--- config.mk ---
export PLATFORM = sky130hd
export DESIGN_NAME = cronometro_regresivo_flat
export DESIGN_NICKNAME = d
export VERILOG_FILES = /design/src/rtl/cronometro_regresivo_if.sv /design/src/rtl/cronometro_regresivo.sv /design/src/flat_wrapper.sv
export SDC_FILE = /design/constraint.sdc
export NUM_CORES = 1
export LEC_CHECK = 0
export ABC_AREA = 0
export CAP_MARGIN = 20
export CORE_AREA = 2 2 85 87
export CTS_CLUSTER_DIAMETER = 30
export DETAILED_ROUTE_END_ITERATION = 10
export DIE_AREA = 0 0 87 89
export PLACE_DENSITY = 0.8
export SYNTH_ARGS = -nofsm -noshare
export SYNTH_HDL_FRONTEND = slang
export SYNTH_SLANG_ARGS = --single-unit
--- constraint.sdc ---
create_clock -name CLK_NexYs -period 2.77 [get_ports CLK_NexYs]
set_input_delay 0.554 -clock CLK_NexYs [delete_from_list [all_inputs] [get_ports CLK_NexYs]]
set_output_delay 0.554 -clock CLK_NexYs [all_outputs]
set_load 0.03 [all_outputs]
--- src/rtl/cronometro_regresivo_if.sv ---
// Control strobes, load value and time/status outputs of the countdown chronometer.
`timescale 1ns/1ps
interface cronometro_regresivo_if;
  logic       LOAD;
  logic [7:0] HH_IN;
  logic [7:0] MM_IN;
  logic [7:0] SS_IN;
  logic       START;
  logic       STOP;
  logic       ALARM_ACK;
  logic [7:0] HH;
  logic [7:0] MM;
  logic [7:0] SS;
  logic       RUNNING;
  logic       DONE;
  logic       FIN_CRONOM;

  modport master (
    output LOAD, HH_IN, MM_IN, SS_IN, START, STOP, ALARM_ACK,
    input  HH, MM, SS, RUNNING, DONE, FIN_CRONOM
  );

  modport slave (
    input  LOAD, HH_IN, MM_IN, SS_IN, START, STOP, ALARM_ACK,
    output HH, MM, SS, RUNNING, DONE, FIN_CRONOM
  );
endinterface

--- src/rtl/cronometro_regresivo.sv ---
// BCD HH:MM:SS countdown at one decrement per TICK_CYCLES clocks; pulses FIN_CRONOM
// once when the count reaches 00:00:00.
`timescale 1ns/1ps
module cronometro_regresivo #(
  parameter int unsigned TICK_CYCLES = 100000000
) (
  input logic                   CLK_NexYs,
  input logic                   RST,
  cronometro_regresivo_if.slave crono
);

  localparam int unsigned PW = (TICK_CYCLES > 1) ? $clog2(TICK_CYCLES) : 1;
  localparam logic [PW-1:0] PRESC_MAX = PW'(TICK_CYCLES - 1);

  typedef enum logic [1:0] {ST_IDLE, ST_RUN, ST_PAUSE, ST_DONE} state_t;

  state_t        state_q, state_d;
  logic [7:0]    hh_q, mm_q, ss_q, hh_d, mm_d, ss_d;
  logic [PW-1:0] presc_q, presc_d;
  logic          fin_q, fin_d;

  logic [7:0]    hh_ld, mm_ld, ss_ld;
  logic [8:0]    ss_chain, mm_chain;
  logic [7:0]    hh_step, hh_dec, mm_dec, ss_dec;
  logic          time_zero, dec_zero;

  function automatic logic [3:0] clamp_digit(input logic [3:0] d);
    return (d > 4'd9) ? 4'd9 : d;
  endfunction

  function automatic logic [7:0] clamp_field(input logic [7:0] v, input logic [7:0] maxv);
    logic [7:0] c;
    c = {clamp_digit(v[7:4]), clamp_digit(v[3:0])};
    return (c > maxv) ? maxv : c;
  endfunction

  // {borrow_out, field - 1} for a 00..59 BCD field; 00 wraps to 59 with borrow.
  function automatic logic [8:0] dec_field(input logic [7:0] v);
    if (v[3:0] != 4'd0)      return {1'b0, v[7:4], v[3:0] - 4'd1};
    else if (v[7:4] != 4'd0) return {1'b0, v[7:4] - 4'd1, 4'd9};
    else                     return {1'b1, 4'd5, 4'd9};
  endfunction

  assign hh_ld = clamp_field(crono.HH_IN, 8'h23);
  assign mm_ld = clamp_field(crono.MM_IN, 8'h59);
  assign ss_ld = clamp_field(crono.SS_IN, 8'h59);

  // Hours never borrow: 00:00:00 ends the count before HH=00 would need to.
  assign ss_chain = dec_field(ss_q);
  assign mm_chain = dec_field(mm_q);
  assign hh_step  = (hh_q[3:0] != 4'd0) ? {hh_q[7:4], hh_q[3:0] - 4'd1}
                                        : {hh_q[7:4] - 4'd1, 4'd9};
  assign ss_dec   = ss_chain[7:0];
  assign mm_dec   = ss_chain[8] ? mm_chain[7:0] : mm_q;
  assign hh_dec   = (ss_chain[8] && mm_chain[8]) ? hh_step : hh_q;

  assign time_zero = ({hh_q, mm_q, ss_q} == 24'h0);
  assign dec_zero  = ({hh_dec, mm_dec, ss_dec} == 24'h0);

  always_comb begin
    state_d = state_q;
    hh_d    = hh_q;
    mm_d    = mm_q;
    ss_d    = ss_q;
    presc_d = presc_q;
    fin_d   = 1'b0;
    case (state_q)
      ST_IDLE: begin
        if (crono.LOAD) begin
          hh_d = hh_ld;
          mm_d = mm_ld;
          ss_d = ss_ld;
        end else if (crono.START && !crono.STOP && !time_zero) begin
          state_d = ST_RUN;
          presc_d = '0;
        end
      end
      ST_RUN: begin
        // A tick on the STOP edge still decrements; reaching zero outranks the pause.
        if (presc_q == PRESC_MAX) begin
          presc_d = '0;
          hh_d    = hh_dec;
          mm_d    = mm_dec;
          ss_d    = ss_dec;
          if (dec_zero) begin
            state_d = ST_DONE;
            fin_d   = 1'b1;
          end else if (crono.STOP) begin
            state_d = ST_PAUSE;
          end
        end else begin
          presc_d = presc_q + PW'(1);
          if (crono.STOP) state_d = ST_PAUSE;
        end
      end
      ST_PAUSE: begin
        if (crono.LOAD) begin
          hh_d    = hh_ld;
          mm_d    = mm_ld;
          ss_d    = ss_ld;
          presc_d = '0;
          state_d = ST_IDLE;
        end else if (crono.START && !crono.STOP) begin
          state_d = ST_RUN;
        end
      end
      ST_DONE: begin
        if (crono.LOAD) begin
          hh_d    = hh_ld;
          mm_d    = mm_ld;
          ss_d    = ss_ld;
          state_d = ST_IDLE;
        end else if (crono.ALARM_ACK) begin
          state_d = ST_IDLE;
        end
      end
      default: state_d = ST_IDLE;
    endcase
  end

  always_ff @(posedge CLK_NexYs or posedge RST) begin
    if (RST) begin
      state_q <= ST_IDLE;
      hh_q    <= '0;
      mm_q    <= '0;
      ss_q    <= '0;
      presc_q <= '0;
      fin_q   <= 1'b0;
    end else begin
      state_q <= state_d;
      hh_q    <= hh_d;
      mm_q    <= mm_d;
      ss_q    <= ss_d;
      presc_q <= presc_d;
      fin_q   <= fin_d;
    end
  end

  assign crono.HH         = hh_q;
  assign crono.MM         = mm_q;
  assign crono.SS         = ss_q;
  assign crono.RUNNING    = (state_q == ST_RUN);
  assign crono.DONE       = (state_q == ST_DONE);
  assign crono.FIN_CRONOM = fin_q;

endmodule

--- src/flat_wrapper.sv ---
// flat-port wrapper written by rule: the top's interface ports become plain ports
module cronometro_regresivo_flat 
#(
  parameter int unsigned TICK_CYCLES = 100000000
)
  (CLK_NexYs, RST, crono_LOAD, crono_HH_IN, crono_MM_IN, crono_SS_IN, crono_START, crono_STOP, crono_ALARM_ACK, crono_HH, crono_MM, crono_SS, crono_RUNNING, crono_DONE, crono_FIN_CRONOM);
  cronometro_regresivo_if crono_i ();
  input logic CLK_NexYs;
  input logic RST;
  input wire logic [$bits(crono_i.LOAD)-1:0] crono_LOAD;
  input wire logic [$bits(crono_i.HH_IN)-1:0] crono_HH_IN;
  input wire logic [$bits(crono_i.MM_IN)-1:0] crono_MM_IN;
  input wire logic [$bits(crono_i.SS_IN)-1:0] crono_SS_IN;
  input wire logic [$bits(crono_i.START)-1:0] crono_START;
  input wire logic [$bits(crono_i.STOP)-1:0] crono_STOP;
  input wire logic [$bits(crono_i.ALARM_ACK)-1:0] crono_ALARM_ACK;
  output wire logic [$bits(crono_i.HH)-1:0] crono_HH;
  output wire logic [$bits(crono_i.MM)-1:0] crono_MM;
  output wire logic [$bits(crono_i.SS)-1:0] crono_SS;
  output wire logic [$bits(crono_i.RUNNING)-1:0] crono_RUNNING;
  output wire logic [$bits(crono_i.DONE)-1:0] crono_DONE;
  output wire logic [$bits(crono_i.FIN_CRONOM)-1:0] crono_FIN_CRONOM;
  assign crono_i.LOAD = crono_LOAD;
  assign crono_i.HH_IN = crono_HH_IN;
  assign crono_i.MM_IN = crono_MM_IN;
  assign crono_i.SS_IN = crono_SS_IN;
  assign crono_i.START = crono_START;
  assign crono_i.STOP = crono_STOP;
  assign crono_i.ALARM_ACK = crono_ALARM_ACK;
  assign crono_HH = crono_i.HH;
  assign crono_MM = crono_i.MM;
  assign crono_SS = crono_i.SS;
  assign crono_RUNNING = crono_i.RUNNING;
  assign crono_DONE = crono_i.DONE;
  assign crono_FIN_CRONOM = crono_i.FIN_CRONOM;
  cronometro_regresivo #(.TICK_CYCLES(TICK_CYCLES)) u_core (.CLK_NexYs(CLK_NexYs), .RST(RST), .crono(crono_i));
endmodule
==> results.toml <==
[drt]
wl_um = 9990
wl_per_cell_um = 17.9
firstDrtPassIters = 5
drc_errors = 0
ant_nets = 0
drt_iter0_markers = 232
num_vias = 3742
vias_per_cell = 6.71

[place]
gp_congestion = 0.888
io_buffers = 56
dp_hpwl_um = 7360

[worst_setup_path]
crit_path_start_kind = "register"
end_kind = "register"
criticalPathCategory = "register to register"
crit_arrival_ns = 2.76
r2r_setup_slack_ns = 0.27
crit_fanout = 23
required_ns = 3.04

[logic_synthesis]
synth_compound_area_frac = 0.223
ys_async_sr_fraction = 1.00
synth.avg_cell_area_um2 = 8.81
synthSimpleGateAreaFrac = 0.288
yosys_warnings = 0
synth-edff-count = 0
synth_top_family_by_area = "simple AND/OR/NAND/NOR gates"
synth_xor_area_frac = 0.0119
syn_nets = 452
syn_inst = 419
synth_cell_types = 68
synth-seq-area-share = 0.366
yosys_most_used_dff = "dfrtp_1"
ys_seq_elements = 54
synthMuxAreaShare = 0.0522
synth_area_mm2 = 0.00369
synth-adder-area-share = 0.0102

[worst_hold_path]
worstHoldPathType = "register to register"

[timing]
fin_crit_sh = 0.902
fin_crit_ns = 2.50
slew_headroom = 0.564
fmax_ghz = 0.400
setup_tns_ns = 0
timing.hold.ws_ns = 0.520
drv_slew = 0
grt_setup_unrepaired = "false"
finClkSkew_ns = 0.00799
hold_viol = 0
tightest_slew_ns = 0.652
setup_violations = 0

[global_route]
grt_pass1_wl_um = 16800
antenna_found_initial = 0
overflow = 0
grt_pass1_vias = 3534
grt_use_total = 0.271
grt_max_degree = 28

[final_layout]
final_cell_mix = "clkdlybuf4s50_1, dfrtp_1, nor2_1"
fin_util = 0.666
drive_above_1_share = 0.100
diodes = 0
syn_to_final_growth_pct = 21.4
mostFrequentLayoutCell = "clkdlybuf4s50_1"
final_net_count = 510
final-seq-area_mm2 = 0.00135
fillers = 533
multi_input_area_mm2 = 0.00217

[cts]
cts.sinks = 54
numCtsBuffers = 5
cts_max_path_buffers = 2
cts.repair.resized = 0
cts_tree = "done"
clk_latency_ns = 0.32
cts-root-buf = "clkbuf_8"
cts-htree-levels = 2
post_cts_buffers = 0
clk_pin_slew_ns = 0.10
holdBufCountCts = 0

[floorplanning]
initial_utilization = 0.549
die_w_um = 87
rows = 30
ios = 57
die_h_um = 89
die_area_mm2 = 0.00774
design.core.area_mm2 = 0.00672

[pwr]
ir_worst_vdd_uv = 375
power_leakage_nw = 1.72
power_density_mw_per_mm2 = 703

[outcome]
status = "complete, no violations"

[run]
drv_cap = 0
## registers in the layout, summed over array words and instances (netlist names)
name                     count
u_core.crono.MM              8
u_core.state_q               2
u_core.crono.SS              8
u_core.presc_q              27
u_core.crono.FIN_CRONOM      1
u_core.crono.HH              8
## path summary, 6_finish.rpt
check	from	to	cells after the start
setup / recovery	u_core.presc_q[0]	u_core.presc_q[21]	7
hold / removal	u_core.presc_q[14]	u_core.presc_q[14]	1
setup reg to reg	u_core.presc_q[0]	u_core.presc_q[21]	7
hold reg to reg	u_core.presc_q[14]	u_core.presc_q[14]	1
max in group asynchronous	RST	u_core.crono.SS[6]	3
min in group asynchronous	RST	u_core.state_q[0]	2
## stage by stage
stage               area (um2)  instances  setup WS, ns  total power [mW]
global placement          4380        550         0.308              2.64
detailed placement        4380        550         0.280              2.67
CTS                       4480        558         0.279              3.14
global route              4480        558        0.0793              3.35
finish                    4480        558         0.273              3.15
floorplan                 3690        419         0.557              2.12
## cell families (layout without fill, tap and decap cells)
group | Yosys count | count (layout)
xor+xnor | 5 | 5
fa+ha+maj | 3 | 3
buf+inv | 41 | 100
compound gates | 114 | 114
mux | 19 | 19
simple gates | 183 | 183
flops | 54 | 54
## routing by layer
metal | routed length (um) | global-route usage
met5 | 0 | 0
met4 | 129 | 0.0909
met3 | 574 | 0.0351
met2 | 5000 | 0.475
met1 | 4290 | 0.347
## power by group
part | internal (mW) | leakage [nW] | switching (mW) | total (mW)
sequential | 0.913 | 0.702 | 0.209 | 1.12
combinational | 0.628 | 0.970 | 0.921 | 1.55
clock | 0.183 | 0.0447 | 0.293 | 0.477
## cells in the mapped netlist (10+ instances only)
master | n | area [um2]
dfrtp_1 | 54 | 1350
nor2_1 | 30 | 113
nand3_1 | 29 | 145
nand2_1 | 28 | 105
a22oi_1 | 19 | 143
inv_1 | 17 | 63.8
mux2i_1 | 17 | 170
nand4_1 | 17 | 106
clkbuf_1 | 15 | 56.3
a21oi_1 | 13 | 65.1
o21ai_0 | 13 | 65.1
nor3_1 | 12 | 60.1
nor4_1 | 12 | 75.1
o2bb2ai_1 | 12 | 105
a31oi_1 | 10 | 62.6
## area by class of cell
type                    instances  area share
multi-input cells             324       0.484
flip-flops and latches         54       0.302
repair buffers                 75       0.156
well taps                      80      0.0224
clock buffers                   5      0.0154
inverters                      17      0.0142
clock inverters                 3     0.00559
## critical path: stages (launching register included)
cell and delay, ns:
dfrtp_1 0.43, ha_1 0.25, nand3_1 0.24, nor2_1 0.19, a31oi_2 0.60, buf_4 0.37, a21boi_0 0.21, o22a_1 0.16
Note: power is estimated with default switching activity, not from simulation.
